<file path="src/rtl/rgb_frame_assembler.sv">
// Parses a 4-byte big-endian (width, height) header from a byte stream, then turns RGB triples
// into grayscale pixels tagged with a row-major frame-buffer address.
module rgb_frame_assembler #(
  parameter int unsigned MAX_WIDTH      = 768,
  parameter int unsigned MAX_HEIGHT     = 512,
  parameter int unsigned ADDR_WIDTH     = 19,
  parameter int unsigned TIMEOUT_CYCLES = 1_000_000
) (
  input  logic                  clk,
  input  logic                  reset,
  input  logic [7:0]            in_data,
  input  logic                  in_valid,
  output logic                  pix_valid,
  output logic [7:0]            pix_data,
  output logic [ADDR_WIDTH-1:0] pix_addr,
  output logic [15:0]           frame_width,
  output logic [15:0]           frame_height,
  output logic                  frame_start,
  output logic                  frame_done,
  output logic                  hdr_error,
  output logic                  frame_abort,
  output logic                  busy
);

  localparam int unsigned IdleW = $clog2(TIMEOUT_CYCLES + 1);

  typedef enum logic {StHdr, StPix} state_e;

  state_e                state_q, state_d;
  logic [1:0]            idx_q, idx_d;
  logic [23:0]           hdr_q, hdr_d;
  logic [7:0]            r_q, r_d, g_q, g_d;
  logic [15:0]           x_q, x_d, y_q, y_d;
  logic [ADDR_WIDTH-1:0] cnt_q, cnt_d;
  logic [IdleW-1:0]      idle_q, idle_d;
  logic                  busy_q, busy_d;
  logic [15:0]           frame_width_q, frame_width_d, frame_height_q, frame_height_d;
  logic                  pix_valid_q, pix_valid_d;
  logic [7:0]            pix_data_q, pix_data_d;
  logic [ADDR_WIDTH-1:0] pix_addr_q, pix_addr_d;
  logic                  frame_start_q, frame_start_d, frame_done_q, frame_done_d;
  logic                  hdr_error_q, hdr_error_d, frame_abort_q, frame_abort_d;

  logic [15:0] new_w, new_h, y_sum;
  logic        hdr_bad, last_pix;

  always_comb begin
    state_d        = state_q;
    idx_d          = idx_q;
    hdr_d          = hdr_q;
    r_d            = r_q;
    g_d            = g_q;
    x_d            = x_q;
    y_d            = y_q;
    cnt_d          = cnt_q;
    idle_d         = idle_q;
    busy_d         = busy_q;
    frame_width_d  = frame_width_q;
    frame_height_d = frame_height_q;
    pix_valid_d    = 1'b0;
    pix_data_d     = pix_data_q;
    pix_addr_d     = pix_addr_q;
    frame_start_d  = 1'b0;
    frame_done_d   = 1'b0;
    hdr_error_d    = 1'b0;
    frame_abort_d  = 1'b0;

    new_w    = hdr_q[23:8];
    new_h    = {hdr_q[7:0], in_data};
    hdr_bad  = (new_w == 16'd0) || (new_h == 16'd0) ||
               (new_w > 16'(MAX_WIDTH)) || (new_h > 16'(MAX_HEIGHT));
    y_sum    = 16'd77 * {8'd0, r_q} + 16'd150 * {8'd0, g_q} + 16'd29 * {8'd0, in_data};
    // Column/row tracking detects the last pixel without a width*height product.
    last_pix = (x_q == frame_width_q - 16'd1) && (y_q == frame_height_q - 16'd1);

    if (in_valid) begin
      idle_d = '0;
      unique case (state_q)
        StHdr: begin
          busy_d = 1'b1;
          idx_d  = idx_q + 2'd1;
          unique case (idx_q)
            2'd0: hdr_d[23:16] = in_data;
            2'd1: hdr_d[15:8]  = in_data;
            2'd2: hdr_d[7:0]   = in_data;
            2'd3: begin
              idx_d = 2'd0;
              if (hdr_bad) begin
                hdr_error_d = 1'b1;
                busy_d      = 1'b0;
              end else begin
                frame_width_d  = new_w;
                frame_height_d = new_h;
                frame_start_d  = 1'b1;
                cnt_d          = '0;
                x_d            = 16'd0;
                y_d            = 16'd0;
                state_d        = StPix;
              end
            end
          endcase
        end
        StPix: begin
          unique case (idx_q)
            2'd0: begin
              r_d   = in_data;
              idx_d = 2'd1;
            end
            2'd1: begin
              g_d   = in_data;
              idx_d = 2'd2;
            end
            default: begin
              idx_d       = 2'd0;
              pix_valid_d = 1'b1;
              pix_data_d  = y_sum[15:8];
              pix_addr_d  = cnt_q;
              cnt_d       = cnt_q + 1'b1;
              if (x_q == frame_width_q - 16'd1) begin
                x_d = 16'd0;
                y_d = y_q + 16'd1;
              end else begin
                x_d = x_q + 16'd1;
              end
              if (last_pix) begin
                frame_done_d = 1'b1;
                busy_d       = 1'b0;
                state_d      = StHdr;
              end
            end
          endcase
        end
      endcase
    end else if (busy_q) begin
      if (idle_q == IdleW'(TIMEOUT_CYCLES - 1)) begin
        frame_abort_d = 1'b1;
        busy_d        = 1'b0;
        state_d       = StHdr;
        idx_d         = 2'd0;
        idle_d        = '0;
      end else begin
        idle_d = idle_q + 1'b1;
      end
    end
  end

  always_ff @(posedge clk or posedge reset) begin
    if (reset) begin
      state_q        <= StHdr;
      idx_q          <= 2'd0;
      hdr_q          <= '0;
      r_q            <= '0;
      g_q            <= '0;
      x_q            <= '0;
      y_q            <= '0;
      cnt_q          <= '0;
      idle_q         <= '0;
      busy_q         <= 1'b0;
      frame_width_q  <= '0;
      frame_height_q <= '0;
      pix_valid_q    <= 1'b0;
      pix_data_q     <= '0;
      pix_addr_q     <= '0;
      frame_start_q  <= 1'b0;
      frame_done_q   <= 1'b0;
      hdr_error_q    <= 1'b0;
      frame_abort_q  <= 1'b0;
    end else begin
      state_q        <= state_d;
      idx_q          <= idx_d;
      hdr_q          <= hdr_d;
      r_q            <= r_d;
      g_q            <= g_d;
      x_q            <= x_d;
      y_q            <= y_d;
      cnt_q          <= cnt_d;
      idle_q         <= idle_d;
      busy_q         <= busy_d;
      frame_width_q  <= frame_width_d;
      frame_height_q <= frame_height_d;
      pix_valid_q    <= pix_valid_d;
      pix_data_q     <= pix_data_d;
      pix_addr_q     <= pix_addr_d;
      frame_start_q  <= frame_start_d;
      frame_done_q   <= frame_done_d;
      hdr_error_q    <= hdr_error_d;
      frame_abort_q  <= frame_abort_d;
    end
  end

  assign pix_valid    = pix_valid_q;
  assign pix_data     = pix_data_q;
  assign pix_addr     = pix_addr_q;
  assign frame_width  = frame_width_q;
  assign frame_height = frame_height_q;
  assign frame_start  = frame_start_q;
  assign frame_done   = frame_done_q;
  assign hdr_error    = hdr_error_q;
  assign frame_abort  = frame_abort_q;
  assign busy         = busy_q;

endmodule

</file>
<file path="config.mk">
export PLATFORM = sky130hd
export DESIGN_NAME = rgb_frame_assembler
export DESIGN_NICKNAME = d
export VERILOG_FILES = /design/src/rtl/rgb_frame_assembler.sv
export SDC_FILE = /design/constraint.sdc
export NUM_CORES = 1
export LEC_CHECK = 0
export CAP_MARGIN = 25
export CORE_UTILIZATION = 55
export DETAILED_ROUTE_END_ITERATION = 7
export GPL_TIMING_DRIVEN = 0
export MAX_ROUTING_LAYER = met4
export PLACE_DENSITY = 0.79
export RECOVER_POWER = 50
export SLEW_MARGIN = 15
export SYNTH_ARGS = -nofsm -noshare
export SYNTH_HDL_FRONTEND = slang
export SYNTH_SLANG_ARGS = --single-unit
</file>
<file path="constraint.sdc">
create_clock -name clk -period 7 [get_ports clk]
set_input_delay 1.4 -clock clk [delete_from_list [all_inputs] [get_ports clk]]
set_output_delay 1.4 -clock clk [all_outputs]
set_load 0.02 [all_outputs]
</file>
==> impl_metrics.yaml, run 1 <==
layout:
  antenna_cells: 0
  area_growth_pct: 14.5
  drive_above_1_share_pct: 4.20
  nNetsFinal: 1534
  mostFrequentLayoutCell: "nand2_1"
  final_cell_mix: "214 x nand2_1, 179 x dfrtp_1, 110 x inv_1"
yosys:
  netlist_area_um2: 11800
  syn_area_per_cell_um2: 9.30
  synth-seq-cells: 179
  synth_edf_count: 0
  ys_types: 69
  synthFlopType: "dfrtp_1"
  synth_fp_nets: 1439
  synth.top_cell.area_share_pct: 37.8
  yosys.area.top_type: "dfrtp_1"
  synth_area_leaders: "dfrtp_1 38%, ha_1 10%, fa_1 9.3%, nand2_1 6.8%, o21ai_0 4.0%"
  seq_area_frac_synth_pct: 37.8
  synth_async_sr_flop_share_pct: 100
  synth_cells: 1274
  yosysWarningCount: 0
place:
  io_buffers: 75
  gp_congestion: 1.00
  dp_hpwl_um: 20500
setup_path:
  critPathCaptureType: "register"
  cp.required_ns: 7.29
  cp_max_fo: 5
  crit_arrival_ns: 6.92
  crit_type: "register to register"
  startpoint_type: "register"
clock_network:
  cts_hold_buf: 0
  cts_htree_levels: 4
  root_buffer: "clkbuf_16"
  numCtsBuffers: 17
  clk_pin_slew_ns: 0.07
  post-cts-setup-buffers: 0
  cts_tree: "built"
  cts_resized: 0
  insertion_delay_ns: 0.44
  cts.sinks: 179
  cts_buffer_depth: 2
timing:
  maxSlewViolCount: 182
  finalWorstPathRequiredPeriod_ns: 6.63
  worst_pin_slew_ns: 3.33
  skew_ns: 0.0126
  period_share_pct: 94.7
  setup_viol: 0
  tns_ns: 0
  slew-limit-headroom_pct: -123
  hold_violations: 0
  rsz0062_at_grt: "false"
  max_freq_mhz: 151
power:
  p_per_area_nw_per_um2: 345
  ir_drop_uv: 670
  leakage_nw: 6.67
  p_total_mw: 4.69
run:
  maxCapViolCount: 2
floorplanning:
  die_h_um: 149
  core_um2: 21100
  dieArea_um2: 22100
  rows: 53
  io_pins: 76
  die_w_um: 149
  initial_utilization_pct: 56.2
drt:
  avgViaCountPerCell: 5.80
  wl_met1_um: 12200
  wl_per_cell_um: 16.7
  routed_wl_um: 27700
  route.met2.wl_um: 13800
  drtPass1Iterations: 5
  initialDrtViolationCount: 565
  highest_layer: "met4"
  vias: 9603
  wl_met3_um: 1250
  ant_nets: 0
  route.detailed.drc: 0
grt:
  grt_first_pass_wirelength_um: 46900
  grt_usage_pct: 27.6
  antenna_found_initial: 0
  grt_pass1_vias: 9502
  grt_max_degree: 104
  grt_overflow: 0
status:
  outcome: "complete, but fails checks"
  violations: "capacitance limit, slew limit"
worst_hold_path:
  hold_path.class: "register to register"
## per-stage QoR
step	area [µm²]	worst slack (ns)	hold WS [ns]	utilization (%)	cells
floorplan	11800	0.741	0.450	-	1274
global placement	12900	-1.57	0.463	61.4	1624
detailed placement	13000	-0.224	0.462	61.5	1625
CTS	13600	0.227	0.480	64.4	1656
global route	13600	0.0561	0.502	64.3	1656
finish	13600	0.373	0.476	64.3	1656
## state kept, by name, summed over array words and instances, names as in the netlist, 2 cells and up
signal and cells:
x_q 16, frame_height 16, r_q 8, hdr_q 24, frame_width 16, cnt_q 19
pix_data 8, idx_q 2, idle_q 20, pix_addr 19, y_q 16, g_q 8
## per-layer routing
layer  up-vias  GRT usage [%]
met3        37           4.13
met2       246           44.4
met5         -              -
met4         0           8.42
li1       4529              -
met1      4791           36.2
## layout make-up
cell class,instances,area [µm²]
sequential,179,4480
inverter,112,422
tap,275,344
multi-input combinational,941,6790
buffer,42,166
timing repair buffer,76,758
fill,1698,7520
clock inverter,14,186
clock buffer,17,425
## synth_stat cells (all sizes together), types with 3 or more instances
cell type and n:
nand3b 3, nor3b 4, or4 7, a21oi 28
inv 111, xor2 54, and4 3, and2 18
or2 4, ha 99, nand4 23, a21o 3
nor4 17, a22o 3, clkbuf 35, o311ai 6
o31ai 10, nor2b 3, nand3 28, and4b 3
a31o 6, a211o 3, xnor2 34, buf 7
o41ai 7, fa 55, or3 6, a221o 3
dfrtp 179, nand2b 11, o21ai 95, nand2 215
nor2 88, a31oi 12, nor3 23, o211ai 4
and3 25, or4b 3, a211oi 6
## critical path: stages, from the launching register on
cell and delay [ns]:
dfrtp_1 0.47, ha_1 0.33, ha_1 0.27, inv_1 0.05, fa_1 0.53, inv_1 0.06, fa_1 0.47, ha_1 0.35
xnor2_1 0.23, fa_1 0.48, fa_1 0.53, inv_1 0.05, fa_1 0.47, fa_1 0.55, inv_1 0.04, ha_1 0.32
and3_1 0.16, a221o_1 0.43, a211oi_2 0.31, a21oi_1 0.13, xnor2_1 0.15, o21ai_0 0.09
## worst paths after layout
check	end	cells after the start	from	slack (ns)
worst max-delay path	pix_data[7]	21	g_q[4]	0.37
worst min-delay path	pix_addr[9]	2	pix_addr[9]	0.48
worst max register to register	pix_data[7]	21	g_q[4]	0.37
worst min register to register	pix_addr[9]	2	pix_addr[9]	0.48
max in group asynchronous	frame_width[14]	3	reset	1.04
min in group asynchronous	pix_addr[8]	2	reset	2.40
## where the power goes
group | internal, mW | leakage, nW | total [mW] | switching, mW
Clock | 0.543 | 0.296 | 1.00 | 0.460
Combinational | 0.981 | 3.97 | 2.35 | 1.37
Sequential | 1.17 | 2.41 | 1.33 | 0.161
Total | 2.69 | 6.67 | 4.69 | 1.99
## logic make-up after synthesis
kind of cell    count (synthesis)  synth area share (%)
simple gates                  489                  19.6
mux                             4                 0.359
xor+xnor                       88                  6.50
fa+ha+maj                     154                  19.7
flops                         179                  37.8
compound gates                206                  11.1
buf+inv                       154                  4.95
No activity file was read; power rests on OpenSTA's default activity.
==> run 2: changes to the inputs <==
Settings changed: GPL_ROUTABILITY_DRIVEN from default to 0.
==> impl_metrics.yaml, run 2 (same netlist as run 1, synthesis figures left out) <==
status:
  outcome: "complete, but fails checks"
  violations: "capacitance limit, slew limit"
place:
  dp_hpwl_um: 20300
  io_buffers: 75
  pre_cts_ws_ns: -0.176
  postPlaceCellArea_um2: 13000
timing:
  finalWorstPathRequiredPeriod_ns: 6.70
  maxSlewViolCount: 182
  worst_pin_slew_ns: 3.12
  hold_violations: 0
  period_share_pct: 95.7
  skew_ns: 0.0148
  setup_viol: 0
  slew-limit-headroom_pct: -109
  final.setup.worst_slack_ns: 0.302
  tns_ns: 0
  max_freq_mhz: 149
  rsz0062_at_grt: "false"
setup_path:
  crit_type: "register to register"
  worst_r2r_path_depth: 21
  startpoint_type: "register"
  cp_max_fo: 5
  timing.critical_path.buf_inv: 4
  crit_chain: "ha_1 > ha_1 > inv_1 > fa_1 > inv_1 > fa_1 > ha_1 > xnor2_1 > fa_1 > fa_1 > inv_1 > fa_1 > fa_1 > inv_1 > ha_1 > and3_1 > a221o_1 > a211oi_2 > o21bai_1 > xnor2_1 > o21ai_0"
  cp_top_family: "adder cells"
  critical_path.slowest_cell: "fa_1"
  crit_arrival_ns: 6.99
  crit_path_max_incr_delay_ns: 0.55
  worstSetupPathDepth: 21
  cp.required_ns: 7.29
  critPathMostFrequentCell: "fa_1"
  critPathCaptureType: "register"
power:
  pwr-share-clk_pct: 21.7
  p_sw_share_pct: 41.5
  leakage_nw: 6.67
  p_total_mw: 4.64
  p_per_area_nw_per_um2: 342
  p_switching_mw: 1.93
  ir_drop_uv: 819
  p_seq_share_pct: 28.7
  comb_power_share_pct: 49.6
  internal_power_mw: 2.71
floorplanning:
  rows: 53
  initial_utilization_pct: 56.2
  io_pins: 76
  core_um2: 21100
  dieArea_um2: 22100
  die_w_um: 149
  die_h_um: 149
layout:
  final_cell_mix: "214 x nand2_1, 179 x dfrtp_1, 110 x inv_1"
  mostFrequentLayoutCell: "nand2_1"
  final_area_um2: 13600
  nNetsFinal: 1534
  antenna_cells: 0
  largest_registers: "hdr_q x24, idle_q x20"
  finish.utilization_pct: 64.3
  drive_above_1_share_pct: 4.20
  largest_reg_flops: 24
  area_growth_pct: 14.5
  top_register: "hdr_q"
drt:
  initialDrtViolationCount: 625
  route.detailed.drc: 0
  wl_per_cell_um: 16.6
  ant_nets: 0
  avgViaCountPerCell: 5.78
  vias: 9572
  routed_wl_um: 27500
  drtPass1Iterations: 5
grt:
  antenna_found_initial: 0
  grt_max_degree: 109
  grt_overflow: 0
  grt_pass1_vias: 9414
  grt_first_pass_wirelength_um: 46200
  grt_usage_pct: 27.1
clock_network:
  clk_pin_slew_ns: 0.07
  cts_htree_levels: 4
  cts_hold_buf: 0
  root_buffer: "clkbuf_16"
  cts_buffer_depth: 2
  numCtsBuffers: 17
  post-cts-setup-buffers: 0
  cts_tree: "built"
  cts.sinks: 179
  insertion_delay_ns: 0.44
worst_hold_path:
  hold_path.class: "register to register"
  worstHoldPathCells: 2
run:
  maxCapViolCount: 2
## run 2: changes by cell type in the layout (fill, tap and decap cells not counted), sizes merged
cell and change:
clkinv +2, inv -3, bufinv +1, dlymetal6s2s -1
clkdlybuf4s50 +1, clkinvlp -1, clkbuf +1
## run 2: layout make-up
class	instances	area [µm²]
timing repair buffer	76	756
clock buffer	18	439
buffer	42	166
clock inverter	13	173
inverter	112	422
multi-input combinational	941	6790
fill	1709	7520
tap	275	344
sequential	179	4480
## run 2: path summary, 6_finish.rpt
check,from,end,slack [ns]
worst max register to register,g_q[4],pix_data[6],0.30
worst min-delay path,pix_addr[0],pix_addr[0],0.48
min in group asynchronous,reset,idle_q[11],2.32
worst min register to register,pix_addr[0],pix_addr[0],0.48
max in group asynchronous,reset,frame_width[3],1.05
worst max-delay path,g_q[4],pix_data[6],0.30
## run 2: power groups by stage
stage               combinational (mW)  sequential, mW  clock [mW]
finish                            2.30            1.33        1.01
global route                      2.66            1.35        1.06
CTS                               2.34            1.33        1.01
detailed placement                2.32            1.34           0
global placement                  2.23            1.34           0
floorplan                         1.66            1.34           0
## run 2: worst register-to-register path: stages, from the launching register on
cell and delay, ns:
dfrtp_1 0.45, ha_1 0.33, ha_1 0.29, inv_1 0.05
fa_1 0.54, inv_1 0.06, fa_1 0.46, ha_1 0.36
xnor2_1 0.25, fa_1 0.49, fa_1 0.52, inv_1 0.05
fa_1 0.48, fa_1 0.55, inv_1 0.04, ha_1 0.32
and3_1 0.16, a221o_1 0.42, a211oi_2 0.33, o21bai_1 0.13
xnor2_1 0.18, o21ai_0 0.10
## run 2: layer usage
metal	share of wire, %	GRT usage (%)	wire [µm]
met5	0	-	0
met4	1.6	8.01	427
met3	4.6	3.79	1260
met2	50	44.9	13800
met1	44	34.8	12000
## run 2: stage by stage
step                      instances  hold slack (ns)
after CTS                      1656            0.485
after detailed placement       1625            0.467
after global placement         1624            0.463
after floorplan                1274            0.450
after global routing           1656            0.501
final                          1656            0.481
## run 2: timing repair
action | in CTS | in global routing
gates resized for setup | 0 | 1
endpoints found under the setup margin | 0 | 2
endpoints found under the hold margin | 0 | 0
==> run 3: changes to the inputs <==
Settings changed: PLACE_DENSITY 0.79 to 0.82.
Clock period 7 ns to 5.7 ns, I/O delays scaled along.
==> impl_metrics.yaml, run 3 (same netlist as run 1, synthesis figures left out) <==
status:
  outcome: "complete, but fails checks"
  violations: "capacitance limit, slew limit, setup timing"
setup_path:
  rrSetupSlack_ns: -0.48
  cp_top_family: "adder cells"
  critical_path.slowest_cell: "fa_1"
  cp_max_fo: 4
  crit_chain: "buf_4 > ha_1 > ha_1 > fa_1 > ha_1 > ha_1 > xnor2_1 > ha_1 > fa_1 > inv_2 > fa_1 > fa_1 > inv_2 > ha_4 > and3_4 > a221o_1 > a211oi_2 > o21bai_1 > xnor2_1 > o21ai_1"
  timing.critical_path.buf_inv: 3
  crit_path_max_incr_delay_ns: 0.55
  startpoint_type: "register"
  crit_type: "register to register"
  worst_r2r_path_depth: 20
  critPathCaptureType: "register"
  crit_arrival_ns: 6.49
  worstSetupPathDepth: 20
  critPathMostFrequentCell: "ha_1"
  cp.required_ns: 6.01
power:
  ir_drop_uv: 1010
  p_seq_share_pct: 24.9
  leakage_nw: 6.77
  p_sw_share_pct: 42.2
  comb_power_share_pct: 56.4
  internal_power_mw: 3.80
  p_total_mw: 6.56
  p_switching_mw: 2.77
  p_per_area_nw_per_um2: 471
  pwr-share-clk_pct: 18.7
grt:
  grt_first_pass_wirelength_um: 47500
  grt_usage_pct: 28.1
  antenna_found_initial: 0
  grt_pass1_vias: 9715
  grt_max_degree: 39
  grt_overflow: 0
layout:
  largest_registers: "hdr_q x24, idle_q x20"
  antenna_cells: 0
  final_cell_mix: "214 x nand2_1, 175 x dfrtp_1, 104 x inv_1"
  nNetsFinal: 1556
  final_area_um2: 13900
  drive_above_1_share_pct: 7.98
  area_growth_pct: 17.6
  num-fill-cells: 1605
  largest_reg_flops: 24
  mostFrequentLayoutCell: "nand2_1"
  top_register: "hdr_q"
timing:
  hold_violations: 0
  rsz0062_at_grt: "true"
  worst_pin_slew_ns: 1.94
  skew_ns: 0.0162
  period_share_pct: 108
  finalWorstPathRequiredPeriod_ns: 6.18
  final.setup.worst_slack_ns: -0.481
  max_freq_mhz: 162
  maxSlewViolCount: 107
  setup_viol: 6
  slew-limit-headroom_pct: -29.6
floorplanning:
  dieArea_um2: 22100
  rows: 53
  die_h_um: 149
  die_w_um: 149
  core_um2: 21100
  initial_utilization_pct: 56.2
  io_pins: 76
drt:
  drtPass1Iterations: 7
  initialDrtViolationCount: 658
  wl_per_cell_um: 17.5
  avgViaCountPerCell: 5.88
  ant_nets: 0
  routed_wl_um: 29400
  vias: 9872
  route.detailed.drc: 0
clock_network:
  cts.sinks: 179
  cts_hold_buf: 0
  clk_pin_slew_ns: 0.08
  cts_tree: "built"
  numCtsBuffers: 17
  insertion_delay_ns: 0.45
  root_buffer: "clkbuf_16"
  cts_buffer_depth: 2
  cts_htree_levels: 4
place:
  dp_hpwl_um: 20800
  postPlaceCellArea_um2: 13100
  io_buffers: 75
worst_hold_path:
  hold_path.class: "register to register"
  worstHoldPathCells: 2
run:
  maxCapViolCount: 3
-- run 3: final cells by class --
class	count	area, µm²	area share (%)
Sequential cell	179	4480	32.2
Multi-Input combinational cell	941	7000	50.2
Buffer	42	166	1.19
Timing Repair Buffer	98	912	6.54
Tap cell	275	344	2.47
Clock inverter	15	186	1.34
Inverter	112	422	3.02
Clock buffer	17	425	3.05
-- run 3: final timing paths --
check,startpoint,to
worst max-delay path,g_q[5],pix_data[6]
worst min-delay path,pix_addr[12],pix_addr[12]
worst min register to register,pix_addr[12],pix_addr[12]
min in group asynchronous,reset,pix_valid
max in group asynchronous,reset,g_q[5]
worst max register to register,g_q[5],pix_data[6]
-- run 3: metal layers --
layer  wire (µm)  track usage, %
met1       12000            35.2
met2       15100            46.7
met3        1660            4.89
met4         680            8.37
met5           0               -
-- run 3: timing repair --
action,CTS,global route
endpoints found under the setup margin,7,8
buffers inserted,10,8
resized for setup,17,23
pin swaps,15,25
-- run 3: power groups by stage --
stage                     clock network (mW)  registers (mW)  logic, mW
final                                   1.23            1.63       3.70
after global routing                    1.29            1.66       4.16
after CTS                               1.22            1.63       3.45
after detailed placement                   0            1.65       3.05
after global placement                     0            1.64       2.92
after floorplan                            0            1.65       2.22
-- run 3: worst reg2reg max path, delay by kind of cell, from the launching register on --
| family | cells | cell delay (ns) |
|---|---|---|
| compound gates | 4 | 0.91 |
| fa+ha+maj | 10 | 3.93 |
| simple gates | 1 | 0.16 |
| buf+inv | 3 | 0.28 |
| xor+xnor | 2 | 0.34 |
| flops | 1 | 0.44 |
-- run 3: stage by stage --
step / std cells / hold slack, ns / util (%) / TNS, ns / setup slack, ns
2_1_floorplan: 1274 / 0.450 / - / -0.377 / -0.170
3_3_place_gp: 1624 / 0.462 / 61.7 / -6.31 / -1.09
3_5_place_dp: 1629 / 0.462 / 62.2 / -6.85 / -1.16
4_1_cts: 1671 / 0.481 / 65.7 / -2.22 / -0.413
5_1_grt: 1679 / 0.504 / 66.1 / -12.47 / -0.688
6_report: 1679 / 0.481 / 66.1 / -2.50 / -0.481
